$ cat src/rtl/const_reg_pkg.sv
// Shared types and helpers for the runtime-programmable constant register bank.
// The CONST_PARITY_EN build option uses even_parity() for the stream sideband.
package const_reg_pkg;

  typedef enum logic [0:0] {
    S_IDLE   = 1'b0,
    S_STREAM = 1'b1
  } state_t;

  localparam int NUM_REGS_DEFAULT = 4;
  localparam int PARITY_MAX_W     = 64;

  // Width of a register index; a single register still needs one bit.
  function automatic int idx_bits(input int n);
    return (n > 1) ? $clog2(n) : 1;
  endfunction

  localparam int IDX_WIDTH = idx_bits(NUM_REGS_DEFAULT);

  function automatic logic even_parity(input logic [PARITY_MAX_W-1:0] v);
    return ^v;
  endfunction

endpackage : const_reg_pkg

$ cat src/rtl/const_reg_bank.sv
// Shadow/active constant arrays with config write decode, write-to-commit
// forwarding and flat packing of the active set.
module const_reg_bank
  import const_reg_pkg::*;
#(
  parameter int CONST_WIDTH = 10,
  parameter int NUM_REGS    = 4,
  parameter int ADDR_WIDTH  = 2,
  parameter int RESET_VAL   = 10
) (
  input  logic                            ap_clk,
  input  logic                            ap_rst,
  input  logic                            wr_en,
  input  logic [ADDR_WIDTH-1:0]           wr_addr,
  input  logic [CONST_WIDTH-1:0]          wr_data,
  input  logic                            commit_apply,
  output logic [NUM_REGS*CONST_WIDTH-1:0] dout,
  output logic [CONST_WIDTH-1:0]          head_next
);

  localparam logic [CONST_WIDTH-1:0] RESET_TR = CONST_WIDTH'(RESET_VAL);

  logic [CONST_WIDTH-1:0] shadow     [NUM_REGS];
  logic [CONST_WIDTH-1:0] active     [NUM_REGS];
  logic [CONST_WIDTH-1:0] shadow_fwd [NUM_REGS];

  // Addresses >= NUM_REGS match no entry, so such writes fall away here.
  always_comb begin
    for (int i = 0; i < NUM_REGS; i++) begin
      shadow_fwd[i] = (wr_en && (wr_addr == ADDR_WIDTH'(i))) ? wr_data : shadow[i];
    end
  end

  always_comb begin
    dout = '0;
    for (int i = 0; i < NUM_REGS; i++) begin
      dout[i*CONST_WIDTH +: CONST_WIDTH] = active[i];
    end
  end

  // Register 0 as it will be after this edge, so a stream started alongside
  // a commit carries the new value on its first beat.
  assign head_next = commit_apply ? shadow_fwd[0] : active[0];

  // NOTE: both arrays are reset explicitly because RESET_VAL is architectural
  // state; the bank is small flops, not a RAM, so the reset is cheap and legal.
  always_ff @(posedge ap_clk) begin
    if (ap_rst) begin
      for (int i = 0; i < NUM_REGS; i++) begin
        shadow[i] <= RESET_TR;
        active[i] <= RESET_TR;
      end
    end else begin
      for (int i = 0; i < NUM_REGS; i++) begin
        shadow[i] <= shadow_fwd[i];
        if (commit_apply) begin
          active[i] <= shadow_fwd[i];
        end
      end
    end
  end

endmodule : const_reg_bank

$ cat src/rtl/const_reg_ctrl.sv
// Constant register controller: commit sequencing and AXI-Stream readout of
// the active set. Define CONST_PARITY_EN to add m_axis_tuser and parity_err.
module const_reg_ctrl
  import const_reg_pkg::*;
#(
  parameter int CONST_WIDTH = 10,
  parameter int NUM_REGS    = 4,
  parameter int ADDR_WIDTH  = 2,
  parameter int RESET_VAL   = 10
) (
  input  logic                            ap_clk,
  input  logic                            ap_rst,
  input  logic                            cfg_valid,
  output logic                            cfg_ready,
  input  logic [ADDR_WIDTH-1:0]           cfg_addr,
  input  logic [CONST_WIDTH-1:0]          cfg_data,
  input  logic                            commit,
  input  logic                            stream_start,
  output logic                            busy,
  output logic [NUM_REGS*CONST_WIDTH-1:0] dout,
  output logic                            m_axis_tvalid,
  input  logic                            m_axis_tready,
  output logic [CONST_WIDTH-1:0]          m_axis_tdata,
  output logic                            m_axis_tlast
`ifdef CONST_PARITY_EN
  ,
  output logic                            m_axis_tuser,
  output logic                            parity_err
`endif
);

  localparam int IW = idx_bits(NUM_REGS);
  localparam logic [IW-1:0] LAST_IDX = IW'(NUM_REGS - 1);

  state_t                 state;
  logic [IW-1:0]          idx;
  logic [IW-1:0]          beat_idx;
  logic                   pending;
  logic                   wr_en;
  logic                   handshake;
  logic                   is_last;
  logic                   commit_apply;
  logic                   load_en;
  logic [CONST_WIDTH-1:0] load_val;
  logic [CONST_WIDTH-1:0] head_next;

  assign cfg_ready = ~ap_rst;
  assign wr_en     = cfg_valid & cfg_ready;
  assign handshake = m_axis_tvalid & m_axis_tready;
  assign is_last   = (idx == LAST_IDX);
  assign busy      = (state == S_STREAM) | pending;

  // A commit seen in the final handshake cycle is honoured like a pending one.
  assign commit_apply = ((state == S_IDLE) && commit) ||
                        ((state == S_STREAM) && handshake && is_last && (pending || commit));

  always_comb begin
    beat_idx = is_last ? idx : idx + IW'(1);
    load_en  = ((state == S_IDLE) && stream_start) ||
               ((state == S_STREAM) && handshake && !is_last);
    load_val = (state == S_IDLE) ? head_next
                                 : dout[int'(beat_idx)*CONST_WIDTH +: CONST_WIDTH];
  end

  const_reg_bank #(
    .CONST_WIDTH (CONST_WIDTH),
    .NUM_REGS    (NUM_REGS),
    .ADDR_WIDTH  (ADDR_WIDTH),
    .RESET_VAL   (RESET_VAL)
  ) u_bank (
    .ap_clk       (ap_clk),
    .ap_rst       (ap_rst),
    .wr_en        (wr_en),
    .wr_addr      (cfg_addr),
    .wr_data      (cfg_data),
    .commit_apply (commit_apply),
    .dout         (dout),
    .head_next    (head_next)
  );

  // NOTE: every flop here uses <=, so all next-state terms see pre-edge
  // values and the later pending clear cleanly overrides the earlier set.
  always_ff @(posedge ap_clk) begin
    if (ap_rst) begin
      state         <= S_IDLE;
      idx           <= '0;
      pending       <= 1'b0;
      m_axis_tvalid <= 1'b0;
      m_axis_tlast  <= 1'b0;
      m_axis_tdata  <= '0;
    end else begin
      if (load_en) begin
        m_axis_tdata <= load_val;
      end
      case (state)
        S_IDLE: begin
          if (stream_start) begin
            state         <= S_STREAM;
            idx           <= '0;
            m_axis_tvalid <= 1'b1;
            m_axis_tlast  <= 1'b0;
          end
        end
        S_STREAM: begin
          if (commit) begin
            pending <= 1'b1;
          end
          if (handshake) begin
            if (is_last) begin
              state         <= S_IDLE;
              m_axis_tvalid <= 1'b0;
              m_axis_tlast  <= 1'b0;
              pending       <= 1'b0;
            end else begin
              idx          <= beat_idx;
              m_axis_tlast <= (beat_idx == LAST_IDX);
            end
          end
        end
        default: state <= S_IDLE;
      endcase
    end
  end

`ifdef CONST_PARITY_EN
  localparam logic RESET_PAR =
    even_parity(PARITY_MAX_W'(CONST_WIDTH'(RESET_VAL)));

  always_ff @(posedge ap_clk) begin
    if (ap_rst) begin
      m_axis_tuser <= 1'b0;
      parity_err   <= 1'b0;
    end else begin
      if (load_en) begin
        m_axis_tuser <= even_parity(PARITY_MAX_W'(load_val));
      end
      if (wr_en && (int'(cfg_addr) < NUM_REGS) && (cfg_data == '0) && RESET_PAR) begin
        parity_err <= 1'b1;
      end
    end
  end
`endif

endmodule : const_reg_ctrl

$ cat config.mk
export PLATFORM = sky130hd
export DESIGN_NAME = const_reg_ctrl
export DESIGN_NICKNAME = d
export VERILOG_FILES = /design/src/rtl/const_reg_pkg.sv /design/src/rtl/const_reg_bank.sv /design/src/rtl/const_reg_ctrl.sv
export SDC_FILE = /design/constraint.sdc
export NUM_CORES = 1
export LEC_CHECK = 0
export ABC_AREA = 1
export ABC_CLOCK_PERIOD_IN_PS = 4300
export CAP_MARGIN = 25
export CORE_MARGIN = 10
export CORE_UTILIZATION = 42
export DETAILED_ROUTE_END_ITERATION = 8
export GPL_TIMING_DRIVEN = 1
export PLACE_DENSITY = 0.71
export SYNTH_ARGS = -nofsm -noshare
export SYNTH_HDL_FRONTEND = slang
export SYNTH_SLANG_ARGS = --single-unit
$ cat constraint.sdc
create_clock -name ap_clk -period 4.3 [get_ports ap_clk]
set_clock_uncertainty 0.15 [all_clocks]
set_input_delay 0.645 -clock ap_clk [delete_from_list [all_inputs] [get_ports ap_clk]]
set_output_delay 0.645 -clock ap_clk [all_outputs]
set_load 0.03 [all_outputs]
Word-level counts from Yosys, hierarchy flattened
Memories as Yosys holds them, arrays and structs flattened.
Index checks and enable logic that the tools add are counted.
{ "op_classes": {"bitwise_logic": 13, "mul": 1, "n_shift": 1, "muxes": 40, "eq_ne": 9, "n_reduce_logical": 18, "n_addsub": 1} }
{ "op_table": {"columns": ["op", "n"], "rows": [
  ["10-bit two-way mux", 14],
  ["40-bit by 7-bit indexed part select with 10-bit output", 1],
  ["1-bit two-way mux", 18],
  ["1-bit logical AND", 10],
  ["1-bit OR", 9],
  ["2-bit equality test, second input constant", 4],
  ["2-bit two-way mux", 4],
  ["1-bit one-hot mux with 2 select lines", 3],
  ["3-bit AND reduction", 2],
  ["2-bit by 3-bit multiplier with 5-bit output, second input constant", 1],
  ["2-bit by 1-bit inequality test with 1-bit output, second input constant", 2],
  ["2-bit inequality test, second input constant", 2],
  ["2-bit one-hot mux with 2 select lines", 1],
  ["1-bit logical OR", 3],
  ["2-bit by 1-bit adder with 2-bit output, second input constant", 1],
  ["1-bit bitwise AND", 2],
  ["2-bit by 1-bit equality test with 1-bit output, second input constant", 1],
  ["2-bit logical NOT", 1],
  ["1-bit NOT", 2],
  ["2-bit AND reduction", 1],
  ["1-bit logical NOT", 1]
]} }
{ "word_totals": {"memories": 2, "word_cells": 91, "out_inout_bits": 54, "ff_bits": 16, "ramBits": 80} }
{ "memory_table": {"columns": ["memory", "words", "word_bits", "rd", "rd_clocked_by_memory_dff", "write_ports", "line_no", "text"], "rows": [
  ["u_bank.active", 4, 10, 4, 0, 4, "const_reg_bank.sv:24", "logic [CONST_WIDTH-1:0] active [NUM_REGS];"],
  ["u_bank.shadow", 4, 10, 4, 0, 4, "const_reg_bank.sv:23", "logic [CONST_WIDTH-1:0] shadow [NUM_REGS];"]
]} }

Logic depth before layout (Yosys ltp)
{ "depth": {"ltp_word": 9, "depth_mapped": 8, "mapped_depth_nobuf": 8} }

Cells and area by module
Synthesis repeated with hierarchy kept, for this count alone.
{ "hier_totals": {"cells_unflattened": 552, "area_unflattened_um2": 4295.4} }
{ "by_module_without_submodules": {"columns": ["mod", "seq_area_each_um2", "instances", "cells_each", "area_each_um2"], "rows": [
  ["const_reg_bank", 2001.9, 1, 367, 3250.6],
  ["const_reg_ctrl", 320.3, 1, 185, 1044.8]
]} }

Worst setup path after synthesis
OpenSTA, ideal clock, no wires.
{ "synth_timing": {"path_type": "input -> register", "start": "input port m_axis_tready", "end": "memory u_bank.active[0][0] (enable)", "t_arrival_ps": 3747, "path_stages": 4, "slack_ps": -90, "required_ps": 3657, "cell_sequence": "nand2_1 nand2_1 nand2_1 o21ai_0"} }
{ "synth_lines": {"columns": ["element", "line_no", "text"], "rows": [
  ["start, declared", "const_reg_ctrl.sv:22", "input logic m_axis_tready,"],
  ["end, declared", "const_reg_bank.sv:24", null]
]} }

Worst setup path after layout
{ "layout_timing": {"start": "input port ap_rst", "end": "output port cfg_ready"} }
{ "layout_via": {"elab_chain_cells": 1} }
{ "layout_rtl": {"columns": ["element", "line_no", "text"], "rows": [
  ["start, declared", "const_reg_ctrl.sv:12", "input logic ap_rst,"],
  ["1-bit NOT", "const_reg_ctrl.sv:47", "assign cfg_ready = ~ap_rst;"],
  ["end, declared", "const_reg_ctrl.sv:14", "output logic cfg_ready,"]
]} }
No other way between the ends.

==> results.json <==
{
  "stdcell_count": 693,
  "grt_busiest_layer": "met2",
  "max_freq_ghz": 0.339,
  "cts_root_buffer": "clkbuf_8",
  "fin_area_sq_um": 5010,
  "clk_latency_ps": 360,
  "routedWlPerCell_um": 15.6,
  "fp-row-count": 35,
  "dieArea_sq_um": 14000,
  "use_met3_pct": 3.71,
  "gp_congestion": 0.875,
  "syn_area_per_cell_sq_um": 8.09,
  "worst_ep_required_time_ps": 3500,
  "io_pins": 72,
  "finalCriticalPeriod_ps": 2950,
  "power.density_nw_per_um2": 392,
  "ys_seq_area_share_pct": 57.3,
  "cts_hold_buf": 0,
  "routed_wl_mm": 10.8,
  "die_h_um": 118,
  "min_path_cells": 2,
  "r2r_cells": 5,
  "synth_cells": 501,
  "cts.clk_slew.worst_paths_ps": 90,
  "final_cell_mix": "nand2_1 (114), nor2_1 (95), clkdlybuf4s50_1 (71)",
  "grt_pass1_vias": 3280,
  "synth-edff-count": 40,
  "hold_viol": 0,
  "worst_slack_ps": 1350,
  "antenna_found_initial": 0,
  "min_to": "u_bank.shadow[3][0]",
  "slowest_stage": "clkdlybuf4s50_1",
  "hpwl_mm": 7.99,
  "hold_slack_ps": 345,
  "syn_to_final_growth_pct": 23.6,
  "worst_slew_pin_slew_ps": 874,
  "cts_setup_buffers": 0,
  "synth_nets": 519,
  "path_class": "input pin to output pin",
  "cp_common_cell": "clkdlybuf4s50_1",
  "synthTopCellsByArea": "edfxtp_1 (30%), dfxtp_1 (28%), nand2_1 (11%)",
  "ys_types": 22,
  "drtAntennaViolNets": 0,
  "setup_violations": 0,
  "fp.dieW_um": 118,
  "cp.arrival_ps": 2150,
  "slew-limit-headroom_pct": 41.7,
  "firstDrtPassIters": 5,
  "viasPerCell": 5.01,
  "synth_area_sq_um": 4060,
  "drive_above_1_share_pct": 4.79,
  "ctsLongestPathBuffers": 2,
  "first_iter_violations": 261,
  "clock-sinks": 96,
  "synth_top_cell_by_area": "edfxtp_1",
  "place_ws_ps": 1160,
  "synth-main-ff-cell": "dfxtp_1",
  "grt-ovfl-total": 0,
  "grt_pass1_wl_mm": 17.1,
  "drc_errors": 0,
  "yosysTopAreaCellShare_pct": 29.6,
  "rsz0062_at_grt": "no",
  "numPortBuffers": 71,
  "cp_max_fo": 8,
  "ys_seq_elements": 96,
  "ff2ff_setup_slack_ps": 1850,
  "path_cells": "clkdlybuf4s50_1, inv_2, clkdlybuf4s50_1",
  "grt_max_degree": 41,
  "p_leak_nw": 2.02,
  "start_kind": "input pin",
  "dp.cells": 677,
  "period_share_pct": 68.6,
  "n_antenna_cell": 0,
  "cts_tree": "done",
  "fin_setup_tns_ps": 0,
  "met1_usage_pct": 18.5,
  "regArea_sq_um": 2320,
  "final_nets": 577,
  "end_kind": "output pin",
  "worst_path_largest_cell_delay_ps": 690,
  "ir_drop_mv": 0.170,
  "initial_utilization_pct": 43.5,
  "max_cap_violations": 0,
  "reg2reg_to": "u_bank.active[1][3]",
  "vias": 3472,
  "worstHoldStart": "u_bank.shadow[3][0]",
  "fillCellCount": 868,
  "cts_resized": 0,
  "async_flop_share_pct": 0,
  "multi_input_area_sq_um": 1370,
  "r2r-start": "state",
  "status": "finished, final reports clean",
  "place_area_sq_um": 4810,
  "grtUsageTotal_pct": 15.2,
  "synth_warnings": 0,
  "hold_path.class": "flip-flop to flip-flop",
  "cts_inserted_buffers": 9,
  "htreeDepth": 3,
  "coreArea_sq_um": 9330,
  "layout_commonest_cell": "nand2_1",
  "met2_usage_pct": 24.5,
  "final-max-slew-violation-count": 0
}
[per-stage QoR]
stage	util, %	power [mW]
floorplan	-	1.25
global placement	51.6	1.38
detailed placement	51.6	1.38
CTS	53.7	1.97
global route	53.7	2.04
finish	53.7	1.96
[critical path: cells and delay by family]
kind | cells | cell delay [ps]
buf+inv | 3 | 1500
[cells in the mapped netlist (2+ instances only)]
cell type	n
nand2_1	114
nor2_1	95
dfxtp_1	56
inv_1	55
edfxtp_1	40
nand3_1	35
o21ai_1	29
a21oi_1	24
o21ai_0	13
buf_2	12
clkbuf_1	8
inv_2	5
buf_4	3
buf_6	3
nor2_4	2
[registers in the layout (all words and copies together), names as in the netlist]
signal         cells
u_bank.active     40
u_bank.shadow     40
m_axis_tdata      10
idx                2
m_axis_tlast       1
m_axis_tvalid      1
pending            1
state              1
[kinds of logic after synthesis]
logic type	after synthesis	synth area share [%]
AO/OA/AOI/OAI	68	8.52
buffers and inverters	87	9.26
flip-flops	96	57.3
AND/OR/NAND/NOR	250	25.0
[metal layers]
layer | vias to the layer above | wire [um]
li1 | 1699 | -
met1 | 1585 | 4510
met2 | 169 | 5030
met3 | 19 | 990
met4 | 0 | 261
met5 | - | 0
[worst max path at each step]
stage / from / slack, ps / cells past startpoint / to
after floorplan: m_axis_tready / 990 / 4 / u_bank.active[0][0]
after global placement: ap_rst / 1300 / 5 / u_bank.active[3][0]
after detailed placement: ap_rst / 1160 / 7 / u_bank.active[1][1]
after CTS: state / 1350 / 2 / busy
after global routing: state / 1230 / 2 / busy
final: ap_rst / 1350 / 3 / cfg_ready
[area by class of cell]
type,instances,share of cell area [%]
Tap cell,129,3.22
Clock inverter,2,0.774
Clock buffer,14,3.27
Sequential cell,96,46.3
Timing Repair Buffer,74,14.6
Inverter,60,4.49
Multi-Input combinational cell,318,27.3
[report_power, final]
group | total, mW | leakage, nW | switching, mW | internal [mW]
sequential | 1.03 | 0.856 | 0.0340 | 0.999
clock | 0.602 | 0.100 | 0.295 | 0.307
combinational | 0.329 | 1.06 | 0.213 | 0.116
total | 1.96 | 2.02 | 0.542 | 1.42
No activity file was read; power rests on OpenSTA's default activity.
==> RTL edit 1, RTL diff (same settings) <==
`RESET_VAL` is set to 10 in 2 places; all go to 9.
--- a/src/rtl/const_reg_bank.sv
+++ b/src/rtl/const_reg_bank.sv
@@ -6,7 +6,7 @@
   parameter int CONST_WIDTH = 10,
   parameter int NUM_REGS    = 4,
   parameter int ADDR_WIDTH  = 2,
-  parameter int RESET_VAL   = 10
+  parameter int RESET_VAL   = 9
 ) (
   input  logic                            ap_clk,
   input  logic                            ap_rst,
--- a/src/rtl/const_reg_ctrl.sv
+++ b/src/rtl/const_reg_ctrl.sv
@@ -6,7 +6,7 @@
   parameter int CONST_WIDTH = 10,
   parameter int NUM_REGS    = 4,
   parameter int ADDR_WIDTH  = 2,
-  parameter int RESET_VAL   = 10
+  parameter int RESET_VAL   = 9
 ) (
   input  logic                            ap_clk,
   input  logic                            ap_rst,
Function: changed (a bounded check fails within 4 cycles, from zero or initial values and one cycle with ap_rst high).
==> RTL edit 1 against the original RTL <==
Power down 0.41%; critical path type unchanged; design area is 1.0% higher; synthesized cell count unchanged; synthesized area increased by 1.2%; cell count is 0.58% higher; worst setup slack got worse by 63 ps; sequential cell count is the same; first-iteration DRC count down 3.1%; routed wire length fell by 0.98%.
==> RTL edit 1: results (changes against the original RTL) <==
<table>
<tr><th>Metric</th><th>Value</th></tr>
<tr><th colspan="2">Global route</th></tr>
<tr><td>Wire length of the first global-routing pass</td><td>17.1 mm (about the same)</td></tr>
<tr><td>Number of global-route vias before repair</td><td>3,328 (was 3,280)</td></tr>
<tr><td>Global Route Usage Sum</td><td>0.150 (was 0.152)</td></tr>
<tr><th colspan="2">Cells and area</th></tr>
<tr><td>Number of antenna repair diodes</td><td>0 (unchanged)</td></tr>
<tr><td>Fraction of layout instances using a drive strength above 1</td><td>0.0869 (was 0.0479)</td></tr>
<tr><th colspan="2">Timing</th></tr>
<tr><td>Worst-margin pin slew</td><td>932 ps (was 874 ps)</td></tr>
<tr><th colspan="2">Status</th></tr>
<tr><td>Outcome</td><td>finished clean (unchanged)</td></tr>
<tr><th colspan="2">Logic synthesis</th></tr>
<tr><td>Top post-synthesis cells by area</td><td>sky130_fd_sc_hd__edfxtp_1 (29%), sky130_fd_sc_hd__dfxtp_1 (27%), sky130_fd_sc_hd__nand2_1 (10%) (was sky130_fd_sc_hd__edfxtp_1 (30%), sky130_fd_sc_hd__dfxtp_1 (28%), sky130_fd_sc_hd__nand2_1 (11%))</td></tr>
<tr><td>Fraction of the yosys area taken by sequential cells</td><td>0.566 (was 0.573)</td></tr>
<tr><td>Number of enable-type register cells in the synthesized netlist</td><td>40 (unchanged)</td></tr>
<tr><th colspan="2">Pwr</th></tr>
<tr><td>Net switching power figure</td><td>553 uW (was 542 uW)</td></tr>
<tr><td>Leakage dissipation</td><td>0.00201 uW (was 0.00202 uW)</td></tr>
<tr><td>Highest ir drop seen on vdd</td><td>0.143 mV (was 0.170 mV)</td></tr>
<tr><th colspan="2">Route</th></tr>
<tr><td>Count of vias placed by the detailed router</td><td>3,421 (was 3,472)</td></tr>
<tr><td>WL final</td><td>10.7 mm (was 10.8 mm)</td></tr>
<tr><th colspan="2">Setup path</th></tr>
<tr><td>Largest fanout of any net on the critical path</td><td>11 (was 8)</td></tr>
<tr><td>Data arrival time of the critical path</td><td>2220 ps (was 2150 ps)</td></tr>
<tr><th colspan="2">Place</th></tr>
<tr><td>Final HPWL DP</td><td>7.93 mm (was 7.99 mm)</td></tr>
<tr><td>Cell area reported after detailed placement</td><td>4870 um2 (was 4810 um2)</td></tr>
<tr><td>Placer congestion estimate</td><td>0.825 (was 0.875)</td></tr>
</table>
==> RTL edit 1: kinds of logic after synthesis <==
family | synth area share
DFF | 0.566
AOI/OAI and AO/OA | 0.0841
and+or+nand+nor | 0.259
buffers and inverters | 0.0914
==> RTL edit 1: layer usage <==
layer	global-route usage	vias up	part of all wire
li1	-	1691	-
met1	0.179	1611	0.42
met2	0.258	107	0.51
met3	0.0326	12	0.056
met4	0.0573	0	0.017
met5	0	-	0
==> RTL edit 1: stage by stage <==
step                      total power, uW  std cells   util  hold WS, ps  setup slack (ps)
after floorplan                      1250        501      -          296               991
after global placement               1380        681  0.505          312              1140
after detailed placement             1390        681  0.505          328              1040
after CTS                            1970        697  0.525          350              1280
after global routing                 2030        697  0.525          381              1190
final                                1960        697  0.525          344              1290
==> RTL edit 1: cell type report <==
cell class / instances / area, um2
well taps: 133 / 166
multi-input cells: 318 / 1420
flip-flops and latches: 96 / 2320
inverters: 60 / 225
clock inverters: 4 / 52.6
clock buffers: 12 / 145
fillers: 953 / 4580
repair buffers: 74 / 733
==> RTL edit 1: final timing paths <==
kind / cells after the start / from / slack [ps] / endpoint
max reg2reg: 5 / state / 1690 / u_bank.active[3][3]
max: 3 / ap_rst / 1290 / cfg_ready
min reg2reg: 2 / m_axis_tlast / 340 / m_axis_tlast
min: 2 / m_axis_tlast / 340 / m_axis_tlast
==> RTL edit 1: worst register-to-register path, stage by stage, from the launching register on <==
cell and delay, ps:
sky130_fd_sc_hd__dfxtp_1 940, sky130_fd_sc_hd__a21oi_2 230, sky130_fd_sc_hd__nor2_4 340, sky130_fd_sc_hd__nand2_4 360, sky130_fd_sc_hd__inv_2 260, sky130_fd_sc_hd__nand2_1 80
==> RTL edit 1: power groups by stage <==
stage	registers [uW]	logic [uW]	clock network [uW]
detailed placement	1050	334	0
finish	1030	332	591
global placement	1050	330	0
floorplan	1110	141	0
CTS	1030	335	599
global route	1040	358	632
==> RTL edit 2, RTL diff (same flow settings) <==
Without the edit above. Register the input `cfg_valid` before use, cleared by the reset. The logic sees it one clock later. The other inputs are not delayed to match.
--- a/src/rtl/const_reg_ctrl.sv
+++ b/src/rtl/const_reg_ctrl.sv
@@ -32,6 +32,16 @@
   localparam int IW = idx_bits(NUM_REGS);
   localparam logic [IW-1:0] LAST_IDX = IW'(NUM_REGS - 1);
 
+  logic cfg_valid_q;
+
+  always_ff @(posedge ap_clk) begin
+    if (ap_rst) begin
+      cfg_valid_q <= '0;
+    end else begin
+      cfg_valid_q <= cfg_valid;
+    end
+  end
+
   state_t                 state;
   logic [IW-1:0]          idx;
   logic [IW-1:0]          beat_idx;
@@ -45,7 +55,7 @@
   logic [CONST_WIDTH-1:0] head_next;
 
   assign cfg_ready = ~ap_rst;
-  assign wr_en     = cfg_valid & cfg_ready;
+  assign wr_en     = cfg_valid_q & cfg_ready;
   assign handshake = m_axis_tvalid & m_axis_tready;
   assign is_last   = (idx == LAST_IDX);
   assign busy      = (state == S_STREAM) | pending;
Check against the original RTL: not equivalent (Yosys sat finds a counterexample within 4 cycles, from zero or initial values and one cycle with ap_rst high).
==> RTL edit 2 against the original RTL <==
Synthesized area fell by 1.3%; worst setup slack got worse by 280 ps; design area fell by 0.87%; power fell by 4.8%; synthesized cell count fell by 0.80%; routed wire length fell by 1.9%; combinational power fell by 6.7%; sequential cell count rose by 1; sequential power barely moved; maximum frequency fell by 8.6%; count of clock-buffer cells in the layout fell by 2; global-route usage fell by 0.17 points; critical endpoint is now u_bank.active[2][1]; largest power group unchanged.
==> RTL edit 2: results (changes against the original RTL) <==
<table>
<tr><th>Metric</th><th>Value</th></tr>
<tr><th colspan="2">Global route</th></tr>
<tr><td>Wire length of the first global-routing pass</td><td>17.0 mm (was 17.1 mm)</td></tr>
<tr><td>Maximum number of pins on one net before global-route repair</td><td>34 (was 41)</td></tr>
<tr><td>Global Route Usage Sum</td><td>0.150 (was 0.152)</td></tr>
<tr><th colspan="2">Logic synthesis</th></tr>
<tr><td>Syn Nets</td><td>515 (was 519)</td></tr>
<tr><td>Most common library cells after synthesis</td><td>sky130_fd_sc_hd__nand2_1 (108), sky130_fd_sc_hd__nor2_1 (103), sky130_fd_sc_hd__dfxtp_1 (57) (was sky130_fd_sc_hd__nand2_1 (114), sky130_fd_sc_hd__nor2_1 (95), sky130_fd_sc_hd__dfxtp_1 (56))</td></tr>
<tr><td>Area fraction in compound gates after synthesis</td><td>0.0853 (was 0.0852)</td></tr>
<tr><th colspan="2">Setup path</th></tr>
<tr><td>Worst path top cell family by delay</td><td>simple AND/OR/NAND/NOR gates (was buffers and inverters)</td></tr>
<tr><td>Delay contributed by the slowest stage of the critical path</td><td>940 ps (was 690 ps)</td></tr>
<tr><td>Data arrival time of the critical path</td><td>3170 ps (was 2150 ps)</td></tr>
<tr><td>Highest-delay cell along the critical path</td><td>sky130_fd_sc_hd__dfxtp_1 (was sky130_fd_sc_hd__clkdlybuf4s50_1)</td></tr>
<tr><td>Largest fanout of any net on the critical path</td><td>33 (was 8)</td></tr>
<tr><th colspan="2">Pwr</th></tr>
<tr><td>Leakage dissipation</td><td>0.00201 uW (was 0.00202 uW)</td></tr>
<tr><td>Net switching fraction of the power</td><td>0.283 (was 0.276)</td></tr>
<tr><th colspan="2">Status</th></tr>
<tr><td>Outcome</td><td>finished clean (unchanged)</td></tr>
<tr><th colspan="2">Route</th></tr>
<tr><td>Iter 0 DRT Violations</td><td>178 (was 261)</td></tr>
<tr><th colspan="2">Cells and area</th></tr>
<tr><td>Fraction of layout instances using a drive strength above 1</td><td>0.0410 (was 0.0479)</td></tr>
<tr><td>Fill cells</td><td>873 (was 868)</td></tr>
<tr><th colspan="2">Timing</th></tr>
<tr><td>Headroom to the max-slew limit</td><td>0.385 (was 0.417)</td></tr>
<tr><th colspan="2">Place</th></tr>
<tr><td>Placer congestion estimate</td><td>0.818 (was 0.875)</td></tr>
<tr><td>Final HPWL DP</td><td>7.83 mm (was 7.99 mm)</td></tr>
</table>
RTL edit 2: worst paths after layout:
check / start / slack, ps / depth (start not counted) / end
setup / recovery: state / 1070 / 5 / u_bank.active[2][1]
hold / removal: u_bank.shadow[2][0] / 340 / 2 / u_bank.shadow[2][0]
setup reg to reg: state / 1070 / 5 / u_bank.active[2][1]
hold reg to reg: u_bank.shadow[2][0] / 340 / 2 / u_bank.shadow[2][0]
RTL edit 2: logic make-up (layout without fill, tap and decap cells):
| kind of cell | count (synthesis) | after routing |
|---|---|---|
| compound gates | 68 | 68 |
| buf+inv | 81 | 145 |
| simple gates | 251 | 251 |
| flops | 97 | 97 |
RTL edit 2: cell type report:
class / count / area (um2) / share of cell area
flip-flops and latches: 97 / 2340 / 0.471
repair buffers: 75 / 741 / 0.149
multi-input cells: 319 / 1350 / 0.272
inverters: 54 / 203 / 0.0408
well taps: 129 / 161 / 0.0325
clock buffers: 12 / 145 / 0.0292
clock inverters: 4 / 26.3 / 0.00529
RTL edit 2: worst reg2reg max path, stage by stage (launching register included):
cell and delay, ps:
sky130_fd_sc_hd__dfxtp_1 940, sky130_fd_sc_hd__a21oi_1 300, sky130_fd_sc_hd__nor2_2 500, sky130_fd_sc_hd__nand2_2 540, sky130_fd_sc_hd__inv_1 410, sky130_fd_sc_hd__nand2_1 120
RTL edit 2: power groups by stage:
stage / sequential (uW) / clock (uW) / combinational [uW]
global placement: 1060 / 0 / 306
floorplan: 1110 / 0 / 117
CTS: 1030 / 537 / 309
finish: 1030 / 528 / 307
detailed placement: 1060 / 0 / 308
global route: 1040 / 572 / 331
RTL edit 2: metrics by stage:
| stage | hold slack (ps) | std cells | util | setup slack [ps] |
|---|---|---|---|---|
| final | 341 | 690 | 0.538 | 1070 |
| after global routing | 380 | 690 | 0.538 | 917 |
| after CTS | 344 | 690 | 0.538 | 1150 |
| after detailed placement | 324 | 674 | 0.519 | 783 |
| after global placement | 309 | 674 | 0.519 | 786 |
| after floorplan | 296 | 497 | - | 1020 |
RTL edit 2: metal layers:
layer / up-vias / track usage / wire length (um)
met4: 0 / 0.0649 / 215
met3: 16 / 0.0297 / 697
met2: 125 / 0.260 / 5250
met5: - / 0 / 0
met1: 1601 / 0.175 / 4410
li1: 1683 / - / -
